===== src/rtl/ball_motion.sv =====
// Ball motion engine for the sprite renderer.
// Advances the ball sprite once per frame tick, bounces it off the top and bottom walls and off
// both paddles, detects misses (score pulses) and re-serves from screen centre after a hold-off.
// Optional: define BALL_SPEEDUP_EN to add one pixel of horizontal step per paddle hit,
// saturating at twice the base step. The step returns to base on serve and on reset.
// The sprite record is flattened onto plain ports: x_pos, y_pos, right, bottom.
module ball_motion #(
  parameter int unsigned SCREEN_W       = 640,
  parameter int unsigned SCREEN_H       = 480,
  parameter int unsigned BALL_SIZE      = 8,
  parameter int unsigned SPEED_X        = 2,
  parameter int unsigned SPEED_Y        = 2,
  parameter int unsigned PADDLE_W       = 8,
  parameter int unsigned PADDLE_H       = 64,
  parameter int unsigned LEFT_PADDLE_X  = 16,
  parameter int unsigned RIGHT_PADDLE_X = 616,
  parameter int unsigned SERVE_FRAMES   = 60,
  parameter int unsigned X_POS_W        = 10,
  parameter int unsigned Y_POS_W        = 9
) (
  input  logic               clk_i,
  input  logic               rst_i,
  input  logic               frame_tick_i,
  input  logic [Y_POS_W-1:0] left_paddle_y_i,
  input  logic [Y_POS_W-1:0] right_paddle_y_i,
  output logic               score_left_o,
  output logic               score_right_o,
  output logic               hit_o,
  output logic [X_POS_W-1:0] sprite_x_pos_o,
  output logic [Y_POS_W-1:0] sprite_y_pos_o,
  output logic [X_POS_W-1:0] sprite_right_o,
  output logic [Y_POS_W-1:0] sprite_bottom_o
);

  // One extra bit of headroom so sums and differences never wrap.
  localparam int unsigned XW   = X_POS_W + 1;
  localparam int unsigned YW   = Y_POS_W + 1;
  localparam int unsigned CntW = $clog2(SERVE_FRAMES + 1);

  localparam logic [XW-1:0] XMax        = XW'(SCREEN_W - 1 - BALL_SIZE);
  localparam logic [YW-1:0] YMax        = YW'(SCREEN_H - 1 - BALL_SIZE);
  localparam logic [XW-1:0] XCentre     = XW'((SCREEN_W - BALL_SIZE) / 2);
  localparam logic [YW-1:0] YCentre     = YW'((SCREEN_H - BALL_SIZE) / 2);
  localparam logic [XW-1:0] LeftEdgeX   = XW'(LEFT_PADDLE_X);
  localparam logic [XW-1:0] LeftBounceX = XW'(LEFT_PADDLE_X + PADDLE_W);
  localparam logic [XW-1:0] RightEdgeX  = XW'(RIGHT_PADDLE_X);
  localparam logic [XW-1:0] RightBounce = XW'(RIGHT_PADDLE_X - BALL_SIZE);
  localparam logic [XW-1:0] BallX       = XW'(BALL_SIZE);
  localparam logic [YW-1:0] BallY       = YW'(BALL_SIZE);
  localparam logic [YW-1:0] PaddleH     = YW'(PADDLE_H);
  localparam logic [YW-1:0] StepY       = YW'(SPEED_Y);
  localparam logic [CntW-1:0] ServeLast = CntW'(SERVE_FRAMES);

  typedef enum logic [0:0] {StServe, StMove} state_e;

  state_e             state_q, state_d;
  logic [CntW-1:0]    cnt_q, cnt_d;
  logic [X_POS_W-1:0] x_q, x_d;
  logic [Y_POS_W-1:0] y_q, y_d;
  logic [X_POS_W-1:0] right_q, right_d;
  logic [Y_POS_W-1:0] bottom_q, bottom_d;
  logic               dir_x_q, dir_x_d;   // 1: moving right
  logic               dir_y_q, dir_y_d;   // 1: moving down
  logic               hit_q, hit_d;
  logic               score_left_q, score_left_d;
  logic               score_right_q, score_right_d;

  logic [XW-1:0] x_ext;
  logic [YW-1:0] y_ext;
  logic [YW-1:0] lp_ext;
  logic [YW-1:0] rp_ext;
  logic [XW-1:0] step_x;
  logic          overlap_l;
  logic          overlap_r;
  logic          hit_l;
  logic          hit_r;

`ifdef BALL_SPEEDUP_EN
  localparam int unsigned      StepW   = $clog2(2 * SPEED_X + 1);
  localparam logic [StepW-1:0] StepMin = StepW'(SPEED_X);
  localparam logic [StepW-1:0] StepMax = StepW'(2 * SPEED_X);

  logic [StepW-1:0] step_q, step_d;

  assign step_x = XW'(step_q);
`else
  assign step_x = XW'(SPEED_X);
`endif

  assign x_ext  = {1'b0, x_q};
  assign y_ext  = {1'b0, y_q};
  assign lp_ext = {1'b0, left_paddle_y_i};
  assign rp_ext = {1'b0, right_paddle_y_i};

  // Paddle contact tests, all evaluated on the pre-tick position.
  always_comb begin
    overlap_l = (y_ext + BallY >= lp_ext) && (y_ext <= lp_ext + PaddleH);
    overlap_r = (y_ext + BallY >= rp_ext) && (y_ext <= rp_ext + PaddleH);
    hit_l     = overlap_l && (x_ext <= LeftBounceX + step_x) && (x_ext > LeftEdgeX);
    hit_r     = overlap_r && (x_ext + BallX + step_x >= RightEdgeX) && (x_ext < RightEdgeX);
  end

  // Per-tick motion: serve hold-off, wall bounce, paddle bounce and miss detection.
  always_comb begin
    logic restart;
    restart       = 1'b0;
    state_d       = state_q;
    cnt_d         = cnt_q;
    x_d           = x_q;
    y_d           = y_q;
    dir_x_d       = dir_x_q;
    dir_y_d       = dir_y_q;
    hit_d         = 1'b0;
    score_left_d  = 1'b0;
    score_right_d = 1'b0;
`ifdef BALL_SPEEDUP_EN
    step_d        = step_q;
`endif

    if (frame_tick_i) begin
      unique case (state_q)
        StServe: begin
          cnt_d = cnt_q + CntW'(1);
          if (cnt_d == ServeLast) begin
            state_d = StMove;
          end
        end
        StMove: begin
          if (dir_y_q) begin
            if (y_ext + StepY > YMax) begin
              y_d     = Y_POS_W'(YMax);
              dir_y_d = 1'b0;
            end else begin
              y_d = Y_POS_W'(y_ext + StepY);
            end
          end else begin
            if (y_ext < StepY) begin
              y_d     = '0;
              dir_y_d = 1'b1;
            end else begin
              y_d = Y_POS_W'(y_ext - StepY);
            end
          end

          // Paddle hit wins over a miss on the same tick.
          if (!dir_x_q) begin
            if (hit_l) begin
              x_d     = X_POS_W'(LeftBounceX);
              dir_x_d = 1'b1;
              hit_d   = 1'b1;
            end else if (x_ext < step_x) begin
              score_right_d = 1'b1;
              dir_x_d       = 1'b0;
              restart       = 1'b1;
            end else begin
              x_d = X_POS_W'(x_ext - step_x);
            end
          end else begin
            if (hit_r) begin
              x_d     = X_POS_W'(RightBounce);
              dir_x_d = 1'b0;
              hit_d   = 1'b1;
            end else if (x_ext + step_x > XMax) begin
              score_left_d = 1'b1;
              dir_x_d      = 1'b1;
              restart      = 1'b1;
            end else begin
              x_d = X_POS_W'(x_ext + step_x);
            end
          end

`ifdef BALL_SPEEDUP_EN
          if (hit_d && (step_q < StepMax)) begin
            step_d = step_q + StepW'(1);
          end
`endif

          // Serve goes toward the player who just conceded.
          if (restart) begin
            state_d = StServe;
            cnt_d   = '0;
            x_d     = X_POS_W'(XCentre);
            y_d     = Y_POS_W'(YCentre);
`ifdef BALL_SPEEDUP_EN
            step_d  = StepMin;
`endif
          end
        end
      endcase
    end

    // Renderer draws strictly inside the bounds, hence the +1.
    right_d  = x_d + X_POS_W'(BALL_SIZE + 1);
    bottom_d = y_d + Y_POS_W'(BALL_SIZE + 1);
  end

  // State and registered sprite/pulse outputs with synchronous reset.
  always_ff @(posedge clk_i) begin
    if (rst_i) begin
      state_q       <= StServe;
      cnt_q         <= '0;
      x_q           <= X_POS_W'(XCentre);
      y_q           <= Y_POS_W'(YCentre);
      right_q       <= X_POS_W'(XCentre + BallX + XW'(1));
      bottom_q      <= Y_POS_W'(YCentre + BallY + YW'(1));
      dir_x_q       <= 1'b1;
      dir_y_q       <= 1'b1;
      hit_q         <= 1'b0;
      score_left_q  <= 1'b0;
      score_right_q <= 1'b0;
`ifdef BALL_SPEEDUP_EN
      step_q        <= StepMin;
`endif
    end else begin
      state_q       <= state_d;
      cnt_q         <= cnt_d;
      x_q           <= x_d;
      y_q           <= y_d;
      right_q       <= right_d;
      bottom_q      <= bottom_d;
      dir_x_q       <= dir_x_d;
      dir_y_q       <= dir_y_d;
      hit_q         <= hit_d;
      score_left_q  <= score_left_d;
      score_right_q <= score_right_d;
`ifdef BALL_SPEEDUP_EN
      step_q        <= step_d;
`endif
    end
  end

  assign sprite_x_pos_o  = x_q;
  assign sprite_y_pos_o  = y_q;
  assign sprite_right_o  = right_q;
  assign sprite_bottom_o = bottom_q;
  assign hit_o           = hit_q;
  assign score_left_o    = score_left_q;
  assign score_right_o   = score_right_q;

endmodule


===== config.mk =====
export PLATFORM = sky130hd
export DESIGN_NAME = ball_motion
export DESIGN_NICKNAME = d
export VERILOG_FILES = /design/src/rtl/ball_motion.sv
export SDC_FILE = /design/constraint.sdc
export NUM_CORES = 1
export LEC_CHECK = 0
export CORE_MARGIN = 2
export CORE_UTILIZATION = 49
export CTS_CLUSTER_DIAMETER = 100
export CTS_CLUSTER_SIZE = 20
export DETAILED_ROUTE_END_ITERATION = 8
export GPL_ROUTABILITY_DRIVEN = 0
export HOLD_SLACK_MARGIN = 0.02
export PLACE_DENSITY_LB_ADDON = 0.1
export SYNTH_ARGS = -nofsm -noshare
export SYNTH_HDL_FRONTEND = slang
export SYNTH_SLANG_ARGS = --single-unit

===== constraint.sdc =====
create_clock -name clk_i -period 8 [get_ports clk_i]
set_clock_uncertainty 0.15 [all_clocks]
set_input_delay 1.2 -clock clk_i [delete_from_list [all_inputs] [get_ports clk_i]]
set_output_delay 1.2 -clock clk_i [all_outputs]
set_load 0.1 [all_outputs]

# ---- Word-level counts from Yosys, hierarchy flattened
# Cells that the tools add are included.
dict set report totals {
  ff_bits 50
  latchBits 0
  ram_bits 0
  romBits 0
  inputBits 21
  output_inout_bits 41
  wordCells 85
  memories 0
}
dict set report op_classes {
  add_sub_neg 12
  mul 0
  div 0
  magnitude_cmp 12
  n_eq_ne 2
  n_shift 0
  mux 34
  n_bitwise 3
  n_reduce_logical 11
}
# op count
set op_table {}
lappend op_table {{$mux W10} 8}
lappend op_table {{$mux W9} 6}
lappend op_table {{$add A9 B7 Y10 const B} 2}
lappend op_table {{$ge A10 B9 Y1} 2}
lappend op_table {{$le A9 B10 Y1} 2}
lappend op_table {{$mux W1} 17}
lappend op_table {{$pmux W6 S2} 1}
lappend op_table {{$add A10 B2 Y11 const B} 1}
lappend op_table {{$add A10 B4 Y11 const B} 1}
lappend op_table {{$add A11 B2 Y11 const B} 1}
lappend op_table {{$ge A11 B10 Y1 const B} 1}
lappend op_table {{$gt A11 B10 Y1 const B} 1}
lappend op_table {{$add A10 B4 Y10 const B} 1}
lappend op_table {{$add A9 B2 Y10 const B} 1}
lappend op_table {{$add A9 B4 Y10 const B} 1}
lappend op_table {{$gt A10 B5 Y1 const B} 1}
lappend op_table {{$gt A10 B9 Y1 const B} 1}
lappend op_table {{$le A10 B5 Y1 const B} 1}
lappend op_table {{$lt A10 B10 Y1 const B} 1}
lappend op_table {{$lt A10 B2 Y1 const B} 1}
lappend op_table {{$sub A10 B2 Y10 const B} 1}
lappend op_table {{$add A9 B4 Y9 const B} 1}
lappend op_table {{$lt A9 B2 Y1 const B} 1}
lappend op_table {{$sub A9 B2 Y9 const B} 1}
lappend op_table {{10 further kinds} 19}

# ---- Depth between registers and ports, before layout
dict set report logic_depth {
  word_depth 13
  mapped_depth 19
  mapped_depth_nobuf 18
}

# ---- Least setup slack after synthesis
# OpenSTA, ideal clock, no wires.
dict set report synth_path {
  path_type {register -> register}
  startpoint {reg y_q[3] (netlist: sprite_y_pos_o[3])}
  endpoint {reg right_q[9] (netlist: sprite_right_o[9])}
  arrival_time_ns 4.455
  required_time_ns 7.727
  setup_slack_ns 3.271
  stages_incl_launch_ff 15
  period_less_slack_ns 4.729
  path_cell_list {dfxtp_1 clkbuf_1 inv_1 ha_1 ha_1 a21oi_1 nand2_1 o2bb2ai_1 o311ai_1 a211oi_4 and2_1 o31a_1 or4b_4 a211oi_2 mux2_1}
}
dict set report synth_between {
  elab_chain_cells 13
}
# element line
set synth_rtl {}
lappend synth_rtl {{from (decl)} 59} ;# logic [Y_POS_W-1:0] y_q, y_d;
lappend synth_rtl {{from (signal assigned)} 203} ;# y_q <= Y_POS_W'(YCentre);
lappend synth_rtl {{from (signal assigned)} 218} ;# y_q <= y_d;
lappend synth_rtl {{$add A9 B4 Y10} {97, 98}}
lappend synth_rtl {{$ge A10 B9 Y1, on equally long branches} {97, 98}}
lappend synth_rtl {{$logic_and A1 B1 Y1, on equally long branches} {97, 98}}
lappend synth_rtl {{$logic_and A1 B1 Y1, on equally long branches (2 in series)} {99, 100}}
lappend synth_rtl {{$mux W1} -}
lappend synth_rtl {{$mux W1} 146} ;# if (!dir_x_q) begin
lappend synth_rtl {{$mux W1} 121} ;# unique case (state_q)
lappend synth_rtl {{$mux W1} 120} ;# if (frame_tick_i) begin
lappend synth_rtl {{$mux W10 *} 179} ;# if (restart) begin
lappend synth_rtl {{$mux W10 *} 121}
lappend synth_rtl {{$mux W10 *} 120}
lappend synth_rtl {{$add A10 B4 Y10 *} 193} ;# right_d = x_d + X_POS_W'(BALL_SIZE + 1);
lappend synth_rtl {{to (signal assigned)} 204} ;# right_q <= X_POS_W'(XCentre + BallX + XW'(1));
lappend synth_rtl {{to (signal assigned)} 219} ;# right_q <= right_d;
lappend synth_rtl {{to (decl)} 60} ;# logic [X_POS_W-1:0] right_q, right_d;
# Every way passes the cells marked *; elsewhere a longest branch is shown, timed or not. The select of a mux whose other input is x is not followed.
# A chain may end at the register's enable or synchronous reset.

# ---- Worst setup path after layout
dict set report layout_path {
  startpoint {in right_paddle_y_i[6]}
  endpoint {reg right_q[9] (netlist: sprite_right_o[9])}
}
dict set report layout_between {
  elab_chain_cells 13
}
# element line
set layout_rtl {}
lappend layout_rtl {{from (decl)} 25} ;# input logic [Y_POS_W-1:0] right_paddle_y_i,
lappend layout_rtl {{$add A9 B7 Y10} 98} ;# overlap_r = (y_ext + BallY >= rp_ext) && (y_ext <= rp_ext + PaddleH);
lappend layout_rtl {{$le A9 B10 Y1} 98}
lappend layout_rtl {{$logic_and A1 B1 Y1 *} 98}
lappend layout_rtl {{$logic_and A1 B1 Y1 * (2 in series)} 100} ;# hit_r = overlap_r && (x_ext + BallX + step_x >= RightEdgeX) && (x_ext < RightEdgeX);
lappend layout_rtl {{$mux W1} -}
lappend layout_rtl {{$mux W1} 146}
lappend layout_rtl {{$mux W1} 121}
lappend layout_rtl {{$mux W1} 120}
lappend layout_rtl {{$mux W10 *} 179}
lappend layout_rtl {{$mux W10 *} 121}
lappend layout_rtl {{$mux W10 *} 120}
lappend layout_rtl {{$add A10 B4 Y10 *} 193}
# Marks and branches as above.

==> flow_summary.yaml <==
outcome:
  status: "finished, final reports clean"
floorplan:
  ioPinCount: 62
  die_y_microns: 98.31
  dieArea_sq_um: 9664
  rows: 34
  die_x_microns: 98.31
  core_sq_um: 8678
  initial_utilization: 0.5022
sta:
  slew_violations: 0
  worst-slew-pin-transition_ns: 0.9878
  holdWs_ns: 0.3713
  tns_ns: 0
  slew_headroom: 0.3394
  post-route-period-util: 0.6653
  min_period_ns: 5.322
  finalHoldViolCount: 0
  setup_viol: 0
  grt_setup_unrepaired: "no"
  fmax_mhz: 187.9
power:
  swShare: 0.2588
  seqPwrFrac: 0.535
  power.density_nw_per_um2: 94.24
  power.switching_uw: 123.1
  p_int_uw: 352.5
  p_leak_uw: 0.002040
  peakVddDrop_v: 0.0001176
  p_clk_frac: 0.315
  p_comb_frac: 0.149
synth:
  synthArstFlopShare: 0
  synth_seq_area_share: 0.2297
  synth_nets: 644
  yosysWarnings: 0
  synth_edf_count: 0
  synth.ff_latch_count: 50
  ys.flop_type: "dfxtp_1"
  syn_inst: 582
  avgSynthCellArea_sq_um: 7.488
  syn_area_sq_um: 4358
  synth_cell_types: 72
clock_tree:
  clk_latency_ns: 0.30
  cts_buffer_depth: 2
  postCtsHoldBufs: 0
  cts.sinks: 50
  postCtsSetupBuffers: 0
  clock-root-buffer: "clkbuf_8"
  cts_resized: 0
  clk_pin_slew_worst_paths_ns: 0.09
  htree_levels: 2
  cts_buffers: 5
  cts_tree: "done"
route:
  viasPerCell: 6.007
  routed_wl_mm: 11.78
  drc_errors: 0
  first_pass_iters: 5
  ant_nets: 0
  wire_per_inst_microns: 16.29
  vias: 4343
  drt_iter0_markers: 381
setup_path:
  crit_type: "primary input to flop"
  required_ns: 8.05
  critical_path.max_fanout: 19
  arrival_ns: 5.37
  end_kind: "flop"
  cp-start-kind: "primary input"
place:
  port_buffers: 61
  dpl.hpwl_mm: 8.540
global_routing:
  grt_pass1_vias: 4149
  globalRouteOverflowTotal: 0
  antenna_found_initial: 0
  grt_use_total: 0.2437
  grt_pass1_wl_mm: 19.90
  grt_max_degree: 29
finish:
  area_growth_pct: 15.82
  antennaDiodeCount: 0
  final_layout_size_suffix_gt1_frac: 0.04228
  nNetsFinal: 676
worst_hold_path:
  hp-class: "flop to flop"
run:
  cap_violations: 0
Yosys cell counts, drive strengths merged (14+ instances only):
| cell type | number | area share |
|---|---|---|
| a21oi | 43 | 0.049 |
| o21ai | 23 | 0.027 |
| ha | 41 | 0.12 |
| nor2 | 40 | 0.035 |
| xnor2 | 14 | 0.028 |
| nand3 | 23 | 0.026 |
| inv | 42 | 0.036 |
| dfxtp | 50 | 0.23 |
| nand2 | 61 | 0.053 |
| clkbuf | 24 | 0.021 |
flip-flops by register name (all words and copies together) (netlist names):
name and cells:
sprite_bottom_o 9, dir_y_q 1, score_left_o 1, dir_x_q 1, sprite_x_pos_o 10, state_q 1
hit_o 1, sprite_y_pos_o 9, cnt_q 6, sprite_right_o 10, score_right_o 1
cells by family (layout without fill, tap and decap cells):
kind of cell / after synthesis / count (layout) / synth area share
buffers and inverters: 79 / 112 / 0.07178
and+or+nand+nor: 221 / 221 / 0.2636
muxes: 8 / 8 / 0.01952
xor gates and xnor gates: 17 / 17 / 0.03417
DFF: 50 / 50 / 0.2297
AOI/OAI and AO/OA: 166 / 166 / 0.2636
adders and majority gates: 41 / 41 / 0.1177
final cells by class:
class	count	area (sq um)
clock buffers	7	86.33
clock inverters	1	5.005
fillers	875	3631
inverters	42	157.7
multi-input cells	453	3044
flip-flops and latches	50	1001
well taps	108	135.1
repair buffers	62	618.1
power by group through the flow:
stage	Combinational [uW]	Sequential (uW)	Clock (uW)
2_1_floorplan	39.9	268	0
3_3_place_gp	68.5	260	0
3_5_place_dp	70.9	261	0
4_1_cts	71.4	255	153
5_1_grt	78.7	255	161
6_report	70.9	255	150
metrics by stage:
step                      cell area [sq um]    util  std cells  setup WS, ns  total power (uW)
after detailed placement               4956  0.5711        715         2.325             331.4
final                                  5047  0.5816        723         2.678             475.6
after global placement                 4956  0.5711        715         2.437             328.8
after global routing                   5047  0.5816        723         2.389             494.7
after CTS                              5047  0.5816        723         2.654             479.1
after floorplan                        4358       -        582         3.271             308.2
worst max-delay path, cell delays in order:
cell and delay, ns:
clkdlybuf4s50_1 0.47, ha_1 0.31, inv_1 0.04, ha_1 0.28
a21o_1 0.15, a21oi_1 0.17, o211ai_1 0.11, o2111a_1 0.27
a211oi_4 0.68, o21ai_2 0.24, o31a_1 0.34, or4b_4 0.55
a211oi_2 0.24, mux2_1 0.33
path summary, 6_finish.rpt:
path                           startpoint                           end  slack [ns]  cells after the start
min reg2reg         cnt_q[5]$_SDFFE_PP0P_         cnt_q[5]$_SDFFE_PP0P_        0.37                      2
max reg2reg  sprite_y_pos_o[4]$_SDFF_PP0_  sprite_right_o[9]$_SDFF_PP0_        3.05                     13
min                 cnt_q[5]$_SDFFE_PP0P_         cnt_q[5]$_SDFFE_PP0P_        0.37                      2
max                   right_paddle_y_i[6]  sprite_right_o[9]$_SDFF_PP0_        2.68                     14
cell usage in the layout, fill, tap and decap left out, types with 6 or more instances in the layout:
| cell | netlist | final |
|---|---|---|
| xnor2_1 | 14 | 14 |
| nor4_1 | 7 | 7 |
| and3_1 | 6 | 6 |
| dfxtp_1 | 50 | 50 |
| o21ai_0 | 17 | 17 |
| a31oi_1 | 10 | 10 |
| nand3_1 | 23 | 23 |
| nand2_1 | 61 | 61 |
| nor3_1 | 13 | 13 |
| o22ai_1 | 8 | 8 |
| and2_1 | 7 | 7 |
| ha_1 | 41 | 41 |
| o211ai_1 | 6 | 6 |
| a21oi_1 | 43 | 43 |
| clkbuf_8 | 0 | 6 |
| nor2_1 | 39 | 39 |
| nand2b_1 | 13 | 13 |
| or2_2 | 7 | 7 |
| or3_1 | 6 | 6 |
| inv_1 | 42 | 42 |
| o21a_1 | 8 | 8 |
| a211oi_1 | 9 | 9 |
| a21o_1 | 7 | 7 |
| nor2b_1 | 9 | 9 |
| clkdlybuf4s50_1 | 0 | 61 |
per-layer routing:
| layer | global-route usage | vias to the layer above | routed length [microns] |
|---|---|---|---|
| met4 | 0.07798 | 0 | 219 |
| met2 | 0.3762 | 163 | 5341 |
| met1 | 0.3537 | 1980 | 5447 |
| met5 | 0 | - | 0 |
| met3 | 0.03006 | 23 | 771 |
| li1 | - | 2177 | - |
Power figures use the tool's default switching activity.
